File: src/rtl/id_ex_stage_pkg.sv
// Shared widths, ALU op codes and forwarding-select encoding for the ID->EX stage.
package id_ex_stage_pkg;

    localparam int unsigned XLEN  = 32;
    localparam int unsigned REGW  = 5;
    localparam int unsigned CTRLW = 3;
    localparam int unsigned CNTW  = 16;

    localparam logic [CTRLW-1:0] ALU_ADD = 3'd0;
    localparam logic [CTRLW-1:0] ALU_SUB = 3'd1;
    localparam logic [CTRLW-1:0] ALU_AND = 3'd2;
    localparam logic [CTRLW-1:0] ALU_SLL = 3'd3;

    // Which source feeds an ALU operand this cycle
    typedef enum logic [1:0] {
        FWD_REG = 2'd0,
        FWD_MEM = 2'd1,
        FWD_WB  = 2'd2
    } fwd_sel_e;

endpackage

File: src/rtl/id_ex_stage_if.sv
// Decode-side, forwarding-side and EX-side signals of the ID->EX stage.
interface id_ex_stage_if #(
    parameter int unsigned XLEN  = 32,
    parameter int unsigned REGW  = 5,
    parameter int unsigned CTRLW = 3,
    parameter int unsigned CNTW  = 16
);
    logic             id_valid;
    logic             id_ready;
    logic [REGW-1:0]  id_rs1;
    logic [REGW-1:0]  id_rs2;
    logic [REGW-1:0]  id_rd;
    logic [XLEN-1:0]  id_rs1_data;
    logic [XLEN-1:0]  id_rs2_data;
    logic [XLEN-1:0]  id_imm;
    logic             id_alu_src;
    logic [CTRLW-1:0] id_alu_ctrl;
    logic             id_reg_write;
    logic             id_mem_read;
    logic             flush;
    logic             ex_stall;
    logic [REGW-1:0]  mem_rd;
    logic             mem_reg_write;
    logic [XLEN-1:0]  mem_result;
    logic [REGW-1:0]  wb_rd;
    logic             wb_reg_write;
    logic [XLEN-1:0]  wb_result;
    logic             ex_valid;
    logic [XLEN-1:0]  ex_op_a;
    logic [XLEN-1:0]  ex_op_b;
    logic [XLEN-1:0]  ex_store_data;
    logic [CTRLW-1:0] ex_alu_ctrl;
    logic [REGW-1:0]  ex_rd;
    logic             ex_reg_write;
    logic             ex_mem_read;
    logic [CNTW-1:0]  stall_count;

    // Decode / pipeline-control side
    modport master (
        output id_valid, id_rs1, id_rs2, id_rd, id_rs1_data, id_rs2_data, id_imm,
               id_alu_src, id_alu_ctrl, id_reg_write, id_mem_read, flush, ex_stall,
               mem_rd, mem_reg_write, mem_result, wb_rd, wb_reg_write, wb_result,
        input  id_ready, ex_valid, ex_op_a, ex_op_b, ex_store_data, ex_alu_ctrl,
               ex_rd, ex_reg_write, ex_mem_read, stall_count
    );

    // The ID->EX stage itself
    modport slave (
        input  id_valid, id_rs1, id_rs2, id_rd, id_rs1_data, id_rs2_data, id_imm,
               id_alu_src, id_alu_ctrl, id_reg_write, id_mem_read, flush, ex_stall,
               mem_rd, mem_reg_write, mem_result, wb_rd, wb_reg_write, wb_result,
        output id_ready, ex_valid, ex_op_a, ex_op_b, ex_store_data, ex_alu_ctrl,
               ex_rd, ex_reg_write, ex_mem_read, stall_count
    );

endinterface

File: src/rtl/id_ex_stage_operand_fwd.sv
// Priority operand select for one ALU source: EX/MEM beats MEM/WB beats the
// registered value; register x0 is never forwarded.
module operand_fwd #(
    parameter int unsigned XLEN = 32,
    parameter int unsigned REGW = 5
) (
    input  logic [REGW-1:0] i_rs,
    input  logic [XLEN-1:0] i_reg_val,
    input  logic [REGW-1:0] i_mem_rd,
    input  logic            i_mem_we,
    input  logic [XLEN-1:0] i_mem_val,
    input  logic [REGW-1:0] i_wb_rd,
    input  logic            i_wb_we,
    input  logic [XLEN-1:0] i_wb_val,
    output logic [XLEN-1:0] o_val
);
    import id_ex_stage_pkg::*;

    fwd_sel_e w_sel;

    // Pick the youngest in-flight producer of i_rs
    always_comb begin
        w_sel = FWD_REG;
        if (i_mem_we && (i_mem_rd != '0) && (i_mem_rd == i_rs)) begin
            w_sel = FWD_MEM;
        end else if (i_wb_we && (i_wb_rd != '0) && (i_wb_rd == i_rs)) begin
            w_sel = FWD_WB;
        end
    end

    // Steer the selected source onto the operand
    always_comb begin
        o_val = i_reg_val;
        unique case (w_sel)
            FWD_MEM: o_val = i_mem_val;
            FWD_WB:  o_val = i_wb_val;
            default: o_val = i_reg_val;
        endcase
    end

endmodule

File: src/rtl/id_ex_stage.sv
// ID->EX pipeline register: captures decoded instructions, detects load-use
// hazards, honours flush/stall, forwards operands and counts load-use stalls.
module id_ex_stage #(
    parameter int unsigned XLEN  = id_ex_stage_pkg::XLEN,
    parameter int unsigned REGW  = id_ex_stage_pkg::REGW,
    parameter int unsigned CTRLW = id_ex_stage_pkg::CTRLW,
    parameter int unsigned CNTW  = id_ex_stage_pkg::CNTW
) (
    input logic          clk,
    input logic          rst_n,
    id_ex_stage_if.slave bus
);
    import id_ex_stage_pkg::*;

    logic             r_valid;
    logic [REGW-1:0]  r_rs1;
    logic [REGW-1:0]  r_rs2;
    logic [REGW-1:0]  r_rd;
    logic [XLEN-1:0]  r_rs1_val;
    logic [XLEN-1:0]  r_rs2_val;
    logic [XLEN-1:0]  r_imm;
    logic             r_alu_src;
    logic [CTRLW-1:0] r_alu_ctrl;
    logic             r_reg_write;
    logic             r_mem_read;
    logic [CNTW-1:0]  r_stall_cnt;

    logic             w_luh;
    logic [XLEN-1:0]  w_cap_rs1;
    logic [XLEN-1:0]  w_cap_rs2;
    logic [XLEN-1:0]  w_fwd_rs1;
    logic [XLEN-1:0]  w_fwd_rs2;

    // Load in EX whose destination the decode instruction reads (rs2 only matters without imm)
    always_comb begin
        w_luh = r_valid && r_mem_read && (r_rd != '0) && bus.id_valid &&
                ((r_rd == bus.id_rs1) || ((r_rd == bus.id_rs2) && !bus.id_alu_src));
    end

    assign bus.id_ready = !bus.ex_stall && !w_luh;

    // Register-file write happening this cycle is not yet visible in id_rsN_data
    always_comb begin
        w_cap_rs1 = bus.id_rs1_data;
        w_cap_rs2 = bus.id_rs2_data;
        if (bus.wb_reg_write && (bus.wb_rd != '0) && (bus.wb_rd == bus.id_rs1)) begin
            w_cap_rs1 = bus.wb_result;
        end
        if (bus.wb_reg_write && (bus.wb_rd != '0) && (bus.wb_rd == bus.id_rs2)) begin
            w_cap_rs2 = bus.wb_result;
        end
    end

    // EX register: flush > stall > load-use bubble > capture
    always_ff @(posedge clk or negedge rst_n) begin
        if (!rst_n) begin
            r_valid     <= 1'b0;
            r_rs1       <= '0;
            r_rs2       <= '0;
            r_rd        <= '0;
            r_rs1_val   <= '0;
            r_rs2_val   <= '0;
            r_imm       <= '0;
            r_alu_src   <= 1'b0;
            r_alu_ctrl  <= '0;
            r_reg_write <= 1'b0;
            r_mem_read  <= 1'b0;
        end else if (bus.flush) begin
            r_valid <= 1'b0;
        end else if (bus.ex_stall) begin
            r_valid <= r_valid;
        end else if (w_luh) begin
            r_valid <= 1'b0;
        end else begin
            r_valid     <= bus.id_valid;
            r_rs1       <= bus.id_rs1;
            r_rs2       <= bus.id_rs2;
            r_rd        <= bus.id_rd;
            r_rs1_val   <= w_cap_rs1;
            r_rs2_val   <= w_cap_rs2;
            r_imm       <= bus.id_imm;
            r_alu_src   <= bus.id_alu_src;
            r_alu_ctrl  <= bus.id_alu_ctrl;
            r_reg_write <= bus.id_reg_write;
            r_mem_read  <= bus.id_mem_read;
        end
    end

    // Saturating count of cycles actually spent as load-use bubbles
    always_ff @(posedge clk or negedge rst_n) begin
        if (!rst_n) begin
            r_stall_cnt <= '0;
        end else if (!bus.flush && !bus.ex_stall && w_luh && (r_stall_cnt != '1)) begin
            r_stall_cnt <= r_stall_cnt + 1'b1;
        end
    end

    operand_fwd #(.XLEN(XLEN), .REGW(REGW)) u_fwd_rs1 (
        .i_rs      (r_rs1),
        .i_reg_val (r_rs1_val),
        .i_mem_rd  (bus.mem_rd),
        .i_mem_we  (bus.mem_reg_write),
        .i_mem_val (bus.mem_result),
        .i_wb_rd   (bus.wb_rd),
        .i_wb_we   (bus.wb_reg_write),
        .i_wb_val  (bus.wb_result),
        .o_val     (w_fwd_rs1)
    );

    operand_fwd #(.XLEN(XLEN), .REGW(REGW)) u_fwd_rs2 (
        .i_rs      (r_rs2),
        .i_reg_val (r_rs2_val),
        .i_mem_rd  (bus.mem_rd),
        .i_mem_we  (bus.mem_reg_write),
        .i_mem_val (bus.mem_result),
        .i_wb_rd   (bus.wb_rd),
        .i_wb_we   (bus.wb_reg_write),
        .i_wb_val  (bus.wb_result),
        .o_val     (w_fwd_rs2)
    );

    assign bus.ex_valid      = r_valid;
    assign bus.ex_op_a       = w_fwd_rs1;
    assign bus.ex_op_b       = r_alu_src ? r_imm : w_fwd_rs2;
    assign bus.ex_store_data = w_fwd_rs2;
    assign bus.ex_alu_ctrl   = r_alu_ctrl;
    assign bus.ex_rd         = r_rd;
    assign bus.ex_reg_write  = r_reg_write;
    assign bus.ex_mem_read   = r_mem_read;
    assign bus.stall_count   = r_stall_cnt;

endmodule
File: src/flat_wrapper.sv
// flat-port wrapper written by rule: the top's interface ports become plain ports
module id_ex_stage_flat import id_ex_stage_pkg::*;
#(
    parameter int unsigned XLEN  = id_ex_stage_pkg::XLEN,
    parameter int unsigned REGW  = id_ex_stage_pkg::REGW,
    parameter int unsigned CTRLW = id_ex_stage_pkg::CTRLW,
    parameter int unsigned CNTW  = id_ex_stage_pkg::CNTW
)
  (clk, rst_n, bus_id_valid, bus_id_rs1, bus_id_rs2, bus_id_rd, bus_id_rs1_data, bus_id_rs2_data, bus_id_imm, bus_id_alu_src, bus_id_alu_ctrl, bus_id_reg_write, bus_id_mem_read, bus_flush, bus_ex_stall, bus_mem_rd, bus_mem_reg_write, bus_mem_result, bus_wb_rd, bus_wb_reg_write, bus_wb_result, bus_id_ready, bus_ex_valid, bus_ex_op_a, bus_ex_op_b, bus_ex_store_data, bus_ex_alu_ctrl, bus_ex_rd, bus_ex_reg_write, bus_ex_mem_read, bus_stall_count);
  id_ex_stage_if #(.XLEN(XLEN), .REGW(REGW), .CTRLW(CTRLW), .CNTW(CNTW)) bus_i ();
  input logic clk;
  input logic rst_n;
  input wire logic [$bits(bus_i.id_valid)-1:0] bus_id_valid;
  input wire logic [$bits(bus_i.id_rs1)-1:0] bus_id_rs1;
  input wire logic [$bits(bus_i.id_rs2)-1:0] bus_id_rs2;
  input wire logic [$bits(bus_i.id_rd)-1:0] bus_id_rd;
  input wire logic [$bits(bus_i.id_rs1_data)-1:0] bus_id_rs1_data;
  input wire logic [$bits(bus_i.id_rs2_data)-1:0] bus_id_rs2_data;
  input wire logic [$bits(bus_i.id_imm)-1:0] bus_id_imm;
  input wire logic [$bits(bus_i.id_alu_src)-1:0] bus_id_alu_src;
  input wire logic [$bits(bus_i.id_alu_ctrl)-1:0] bus_id_alu_ctrl;
  input wire logic [$bits(bus_i.id_reg_write)-1:0] bus_id_reg_write;
  input wire logic [$bits(bus_i.id_mem_read)-1:0] bus_id_mem_read;
  input wire logic [$bits(bus_i.flush)-1:0] bus_flush;
  input wire logic [$bits(bus_i.ex_stall)-1:0] bus_ex_stall;
  input wire logic [$bits(bus_i.mem_rd)-1:0] bus_mem_rd;
  input wire logic [$bits(bus_i.mem_reg_write)-1:0] bus_mem_reg_write;
  input wire logic [$bits(bus_i.mem_result)-1:0] bus_mem_result;
  input wire logic [$bits(bus_i.wb_rd)-1:0] bus_wb_rd;
  input wire logic [$bits(bus_i.wb_reg_write)-1:0] bus_wb_reg_write;
  input wire logic [$bits(bus_i.wb_result)-1:0] bus_wb_result;
  output wire logic [$bits(bus_i.id_ready)-1:0] bus_id_ready;
  output wire logic [$bits(bus_i.ex_valid)-1:0] bus_ex_valid;
  output wire logic [$bits(bus_i.ex_op_a)-1:0] bus_ex_op_a;
  output wire logic [$bits(bus_i.ex_op_b)-1:0] bus_ex_op_b;
  output wire logic [$bits(bus_i.ex_store_data)-1:0] bus_ex_store_data;
  output wire logic [$bits(bus_i.ex_alu_ctrl)-1:0] bus_ex_alu_ctrl;
  output wire logic [$bits(bus_i.ex_rd)-1:0] bus_ex_rd;
  output wire logic [$bits(bus_i.ex_reg_write)-1:0] bus_ex_reg_write;
  output wire logic [$bits(bus_i.ex_mem_read)-1:0] bus_ex_mem_read;
  output wire logic [$bits(bus_i.stall_count)-1:0] bus_stall_count;
  assign bus_i.id_valid = bus_id_valid;
  assign bus_i.id_rs1 = bus_id_rs1;
  assign bus_i.id_rs2 = bus_id_rs2;
  assign bus_i.id_rd = bus_id_rd;
  assign bus_i.id_rs1_data = bus_id_rs1_data;
  assign bus_i.id_rs2_data = bus_id_rs2_data;
  assign bus_i.id_imm = bus_id_imm;
  assign bus_i.id_alu_src = bus_id_alu_src;
  assign bus_i.id_alu_ctrl = bus_id_alu_ctrl;
  assign bus_i.id_reg_write = bus_id_reg_write;
  assign bus_i.id_mem_read = bus_id_mem_read;
  assign bus_i.flush = bus_flush;
  assign bus_i.ex_stall = bus_ex_stall;
  assign bus_i.mem_rd = bus_mem_rd;
  assign bus_i.mem_reg_write = bus_mem_reg_write;
  assign bus_i.mem_result = bus_mem_result;
  assign bus_i.wb_rd = bus_wb_rd;
  assign bus_i.wb_reg_write = bus_wb_reg_write;
  assign bus_i.wb_result = bus_wb_result;
  assign bus_id_ready = bus_i.id_ready;
  assign bus_ex_valid = bus_i.ex_valid;
  assign bus_ex_op_a = bus_i.ex_op_a;
  assign bus_ex_op_b = bus_i.ex_op_b;
  assign bus_ex_store_data = bus_i.ex_store_data;
  assign bus_ex_alu_ctrl = bus_i.ex_alu_ctrl;
  assign bus_ex_rd = bus_i.ex_rd;
  assign bus_ex_reg_write = bus_i.ex_reg_write;
  assign bus_ex_mem_read = bus_i.ex_mem_read;
  assign bus_stall_count = bus_i.stall_count;
  id_ex_stage #(.XLEN(XLEN), .REGW(REGW), .CTRLW(CTRLW), .CNTW(CNTW)) u_core (.clk(clk), .rst_n(rst_n), .bus(bus_i));
endmodule
File: config.mk
export PLATFORM = sky130hd
export DESIGN_NAME = id_ex_stage_flat
export DESIGN_NICKNAME = d
export VERILOG_FILES = /design/src/rtl/id_ex_stage_pkg.sv /design/src/rtl/id_ex_stage_if.sv /design/src/rtl/id_ex_stage_operand_fwd.sv /design/src/rtl/id_ex_stage.sv /design/src/flat_wrapper.sv
export SDC_FILE = /design/constraint.sdc
export NUM_CORES = 1
export LEC_CHECK = 0
export CAP_MARGIN = 30
export CORE_ASPECT_RATIO = 1.25
export CORE_UTILIZATION = 45
export DETAILED_ROUTE_END_ITERATION = 10
export PLACE_DENSITY = 0.79
export RECOVER_POWER = 50
export SLEW_MARGIN = 15
export SYNTH_ARGS = -nofsm -noshare
export SYNTH_HDL_FRONTEND = slang
export SYNTH_SLANG_ARGS = --single-unit
File: constraint.sdc
create_clock -name clk -period 3.77 [get_ports clk]
set_input_delay 0.754 -clock clk [delete_from_list [all_inputs] [get_ports clk]]
set_output_delay 0.754 -clock clk [all_outputs]
set_load 0.005 [all_outputs]
Yosys cells after proc, flatten, opt, wreduce, memory -nomap -nowiden

Cells that the tools add are included.

Equal/unequal tests: 14
Bitwise operators: 3
Add/sub/neg operators: 1
Mux-type cells: 12
Reductions and logical operators: 26

Operators by type and width:

| operator                | count |
|---|---|
| $pmux W32 S2            | 2 |
| $mux W32                | 3 |
| $eq A5 B5 Y1            | 8 |
| $logic_and A1 B1 Y1     | 17 |
| $add A16 B1 Y16 const B | 1 |
| $ne A16 B16 Y1 const B  | 1 |
| $reduce_bool A5 Y1      | 3 |
| $mux W2                 | 4 |
| $eq A2 B1 Y1 const B    | 2 |
| $eq A2 B2 Y1 const B    | 2 |
| $logic_not A1 Y1        | 4 |
| $mux W1                 | 3 |
| $not A1 Y1              | 3 |
| $reduce_and A3 Y1       | 1 |
| $ne A2 B2 Y1 const B    | 1 |
| $logic_or A1 B1 Y1      | 1 |

Word-level logic and storage cells: 68
Input bits: 198
Register bits: 134
Output and inout bits: 124

Logic depth before layout (Yosys ltp)

Word-level depth: 8
Gate-level depth with buffers: 8

Modules after synthesis

A second synthesis with hierarchy kept.

Cells, all modules: 835
Area total of the unflattened synthesis: 9671.8 um^2

Modules (own cells, without submodules):

| module      | seq. area each (um^2) | cells each | instances | area an instance (um^2) |
|---|---|---|---|---|
| id_ex_stage | 3353.2                | 475        | 1         | 6631.4 |
| operand_fwd | 0.0                   | 180        | 2         | 1520.2 |

Worst setup path before layout

OpenSTA, ideal clock, no wires.

Path type: input to output
Start point: input bus_wb_rd[3]
End point: output bus_ex_op_b[30]
Data arrival time: 2.411 ns
Buffers on the path: 3
Data required time: 3.016 ns
Setup slack: 0.605 ns
Stages on the path: 8
Cell sequence: buf_2 -> or4_4 -> o21a_1 -> and3_1 -> buf_6 -> buf_6 -> a211oi_2 -> o31ai_1

Word-level cells in the longest chain between the ends: 8

Ends and longest elaborated chain:

| element                                             | line                          | RTL |
|---|---|---|
| from (decl)                                         | flat_wrapper.sv:29            | `input wire logic [$bits(bus_i.wb_rd)-1:0] bus_wb_rd;` |
| $reduce_bool A5 Y1                                  | id_ex_stage_operand_fwd.sv:26 | `end else if (i_wb_we && (i_wb_rd != '0) && (i_wb_rd == i_rs)) begin` |
| $logic_and A1 B1 Y1                                 | id_ex_stage_operand_fwd.sv:26 |  |
| $logic_and A1 B1 Y1 (*)                             | id_ex_stage_operand_fwd.sv:26 |  |
| $mux W2 (*)                                         | id_ex_stage_operand_fwd.sv:26 |  |
| $mux W2 (*)                                         | id_ex_stage_operand_fwd.sv:24 | `if (i_mem_we && (i_mem_rd != '0) && (i_mem_rd == i_rs)) begin` |
| $eq A2 B2 Y1 / $eq A2 B1 Y1 (equally long branches) | id_ex_stage_operand_fwd.sv:34 | `unique case (w_sel)` |
| $pmux W32 S2 (*)                                    | id_ex_stage_operand_fwd.sv:34 |  |
| $mux W32 (*)                                        | id_ex_stage.sv:124            | `assign bus.ex_op_b = r_alu_src ? r_imm : w_fwd_rs2;` |
| to (decl)                                           | flat_wrapper.sv:35            | `output wire logic [$bits(bus_i.ex_op_b)-1:0] bus_ex_op_b;` |

Mark *: on every way between the ends. The rest lies on a longest branch, timed or not.

Worst setup path in the final report

Start point: input bus_mem_rd[4]
End point: output bus_ex_op_b[3]

Word-level cells in the longest chain between the ends: 7

Ends and longest elaborated chain:

| element                                             | line                          | RTL |
|---|---|---|
| from (decl)                                         | flat_wrapper.sv:26            | `input wire logic [$bits(bus_i.mem_rd)-1:0] bus_mem_rd;` |
| $reduce_bool A5 Y1                                  | id_ex_stage_operand_fwd.sv:24 |  |
| $logic_and A1 B1 Y1                                 | id_ex_stage_operand_fwd.sv:24 |  |
| $logic_and A1 B1 Y1 (*)                             | id_ex_stage_operand_fwd.sv:24 |  |
| $mux W2 (*)                                         | id_ex_stage_operand_fwd.sv:24 |  |
| $eq A2 B2 Y1 / $eq A2 B1 Y1 (equally long branches) | id_ex_stage_operand_fwd.sv:34 |  |
| $pmux W32 S2 (*)                                    | id_ex_stage_operand_fwd.sv:34 |  |
| $mux W32 (*)                                        | id_ex_stage.sv:124            |  |

Marked as above.

==> results.json <==
{
  "layout_common_cells": "clkdlybuf4s50_1 (207), dfrtp_1 (133), mux2i_1 (96)",
  "top_layer": "met4",
  "ys_ff_latch": 134,
  "worstReg2RegEnd": "u_core.r_rs2[4]$_DFFE_PN0P_",
  "relSlewSlack": -0.487,
  "slowest_delay_ns": 0.52,
  "clk_pin_slew_ns": 0.06,
  "start_util": 0.460,
  "power_density_mw_per_mm2": 384,
  "cp_max_fo": 5,
  "dr.first_iter.drc_count": 533,
  "final_common_cell": "clkdlybuf4s50_1",
  "ir_worst_vdd_v": 0.000300,
  "skew_ns": 0.00838,
  "cap_violations": 1,
  "finalCoreUtilization": 0.751,
  "clockRootBuffer": "clkbuf_16",
  "vias": 8213,
  "synth_edf_count": 0,
  "path_class": "input port to primary output",
  "synth_area_per_cell_um2": 10.4,
  "rsz0062_at_grt": "true",
  "rrSetupSlack_ns": 0.92,
  "critical_path.endpoint_type": "primary output",
  "power_frac_seq": 0.327,
  "via_per_inst": 5.61,
  "required_ns": 3.02,
  "r2r_start": "u_core.bus.ex_rd[1]$_DFFE_PN0P_",
  "grt_pass1_vias": 8634,
  "hp-class": "flip-flop to flip-flop",
  "reg2regPathDepth": 7,
  "yosysWarnings": 0,
  "wirelength_mm": 32.3,
  "critPathSlowestCell": "or4_1",
  "die_height_um": 157,
  "clock_path_buffers": 2,
  "worst_pin_slew_ns": 2.23,
  "antenna_found_initial": 2,
  "min_to": "u_core.bus.ex_alu_ctrl[2]$_DFFE_PN0P_",
  "fin_crit_ns": 3.81,
  "yosysSeqAreaShare": 0.388,
  "clkPwrFrac": 0.332,
  "wl_met2_mm": 16.5,
  "nFillCells": 1308,
  "wl_met1_mm": 12.2,
  "ys_types": 41,
  "cp.arrival_ns": 3.05,
  "violations": "capacitance limit, slew limit, setup timing",
  "finalSetupViolations": 3,
  "p_int_mw": 3.81,
  "wl_met3_mm": 2.04,
  "die-width_um": 126,
  "grt_max_degree": 84,
  "drt-pass1-iter-count": 5,
  "path_cells": "dlygate4sd2_1 -> or4_1 -> o21a_1 -> and3_4 -> buf_12 -> bufbuf_16 -> a211oi_4 -> o31ai_1 -> dlygate4sd2_1",
  "power.switching_mw": 1.60,
  "grt_pass1_wl_mm": 49.0,
  "synthFlopType": "dfrtp_1",
  "syn_inst": 830,
  "globalplace.congestion": 0.866,
  "drc": 0,
  "cp_common_cell": "dlygate4sd2_1",
  "fmax_mhz": 263,
  "clkLatencyLatePin_ns": 0.42,
  "cts_buffers": 17,
  "synth_nets": 1029,
  "hold_viol_final": 0,
  "rows": 56,
  "areaGrowthSynthToFinish_pct": 63.3,
  "status": "complete, but fails checks",
  "path_buf_inv": 4,
  "die-area_mm2": 0.0198,
  "wl_per_cell_um": 22.0,
  "period_share": 1.01,
  "pin_count": 322,
  "comb_power_share": 0.341,
  "leakage_nw": 6.05,
  "dpl_worst_slack_ns": -0.530,
  "portBuffers": 321,
  "cts_tree": "built",
  "ant_nets": 0,
  "start_kind": "input port",
  "hold_path_depth": 1,
  "cts_max_level": 4,
  "drive_gt1_frac": 0.270,
  "cts.sinks": 134,
  "core_area_mm2": 0.0188,
  "dp_hpwl_mm": 21.8,
  "synthArstFlopShare": 1.00,
  "grtUsageTotal": 0.329,
  "cpLargestDelayFamily": "buffers and inverters",
  "syn_area_mm2": 0.00864,
  "hp-start": "u_core.bus.ex_alu_ctrl[2]$_DFFE_PN0P_",
  "sw_frac_of_total": 0.296,
  "overflow": 0,
  "worst_slack_ns": -0.0360,
  "finalNetCount": 1416,
  "finalMaxSlewViolations": 84
}
==> routing by layer <==
layer	GRT usage	vias up
met5	0	-
met1	0.364	4024
met3	0.0704	93
li1	-	3711
met4	0.185	0
met2	0.587	385
==> power groups by stage <==
stage	sequential (mW)	clock, mW	combinational (mW)
floorplan	1.73	0	0.743
global placement	1.78	0	1.67
detailed placement	1.79	0	1.70
CTS	1.77	1.81	1.80
global route	1.79	1.88	1.97
finish	1.77	1.80	1.85
==> worst max-delay path by stage <==
stage	slack, ns	cells after the start	end	startpoint
floorplan	0.61	8	bus_ex_op_b[30]	bus_wb_rd[3]
global placement	-0.72	8	bus_ex_op_a[6]	bus_wb_rd[0]
detailed placement	-0.53	9	bus_ex_store_data[31]	bus_wb_rd[0]
CTS	0.004	8	bus_ex_store_data[1]	bus_wb_rd[4]
global route	-0.09	12	bus_ex_op_b[1]	bus_wb_rd[2]
finish	-0.04	9	bus_ex_op_b[3]	bus_mem_rd[4]
==> flip-flops by register name, indices dropped and copies added (netlist names) <==
signal and cells:
u_core.bus.ex_reg_write 1, u_core.bus.ex_valid 1, u_core.bus.stall_count 16, u_core.r_rs2 5
u_core.r_alu_src 1, u_core.bus.ex_alu_ctrl 3, u_core.bus.ex_mem_read 1, u_core.r_rs2_val 32
u_core.bus.ex_rd 5, u_core.r_rs1_val 32, u_core.r_imm 32, u_core.r_rs1 5
==> through the flow <==
stage	TNS, ns	area (µm²)	hold slack (ns)	cells	power, mW
CTS	0	14000	0.424	1459	5.37
detailed placement	-30.84	12600	0.482	1395	3.49
global placement	-43.39	12500	0.474	1393	3.45
global route	-0.597	14100	0.506	1464	5.64
finish	-0.0668	14100	0.496	1465	5.41
floorplan	0	8640	0.458	830	2.48
==> repair_timing <==
| item | in CTS | in global routing |
|---|---|---|
| setup endpoints to repair | 96 | 74 |
| cloned | 9 | 0 |
| hold buffers | 0 | 0 |
| buffers inserted | 25 | 3 |
| pin swaps | 36 | 18 |
| resized for setup | 154 | 63 |
==> final cells by class <==
| cell class | instances | area (µm²) | share of cell area |
|---|---|---|---|
| diodes | 3 | 7.51 | 0.000532 |
| repair buffers | 431 | 4360 | 0.309 |
| multi-input cells | 600 | 5330 | 0.378 |
| clock inverters | 11 | 173 | 0.0122 |
| well taps | 232 | 290 | 0.0206 |
| clock buffers | 21 | 460 | 0.0327 |
| inverters | 33 | 124 | 0.00878 |
| flip-flops and latches | 134 | 3350 | 0.238 |
==> Yosys cell counts (all sizes together) (2+ instances only) <==
master | count | area (µm²)
clkbuf | 28 | 105
nor2 | 76 | 285
o21a | 2 | 15.0
a211oi | 32 | 390
o31ai | 32 | 240
nor4 | 6 | 56.3
mux2i | 96 | 961
mux2 | 118 | 1440
a31oi | 32 | 200
nor4b | 3 | 26.3
nand2 | 73 | 274
nand3 | 13 | 65.1
inv | 33 | 124
xor2 | 35 | 307
dfrtp | 134 | 3350
buf | 35 | 229
and3 | 2 | 12.5
or4 | 3 | 26.3
xnor2 | 20 | 175
nand4 | 2 | 12.5
nor3 | 10 | 50.1
o21ai | 35 | 198
==> cells by family (layout without fill, tap and decap cells) <==
group                      after synthesis  count (layout)  synth area share
muxes                                  214             214             0.278
and+or+nand+nor                        192             192            0.0972
AOI/OAI and AO/OA                      138             138             0.126
DFF                                    134             134             0.388
buffers and inverters                   96             496            0.0530
xor gates and xnor gates                55              55            0.0558
adders and majority gates                1               1           0.00145
other                                    0               3                 0
No activity file was read; power rests on OpenSTA's default activity.
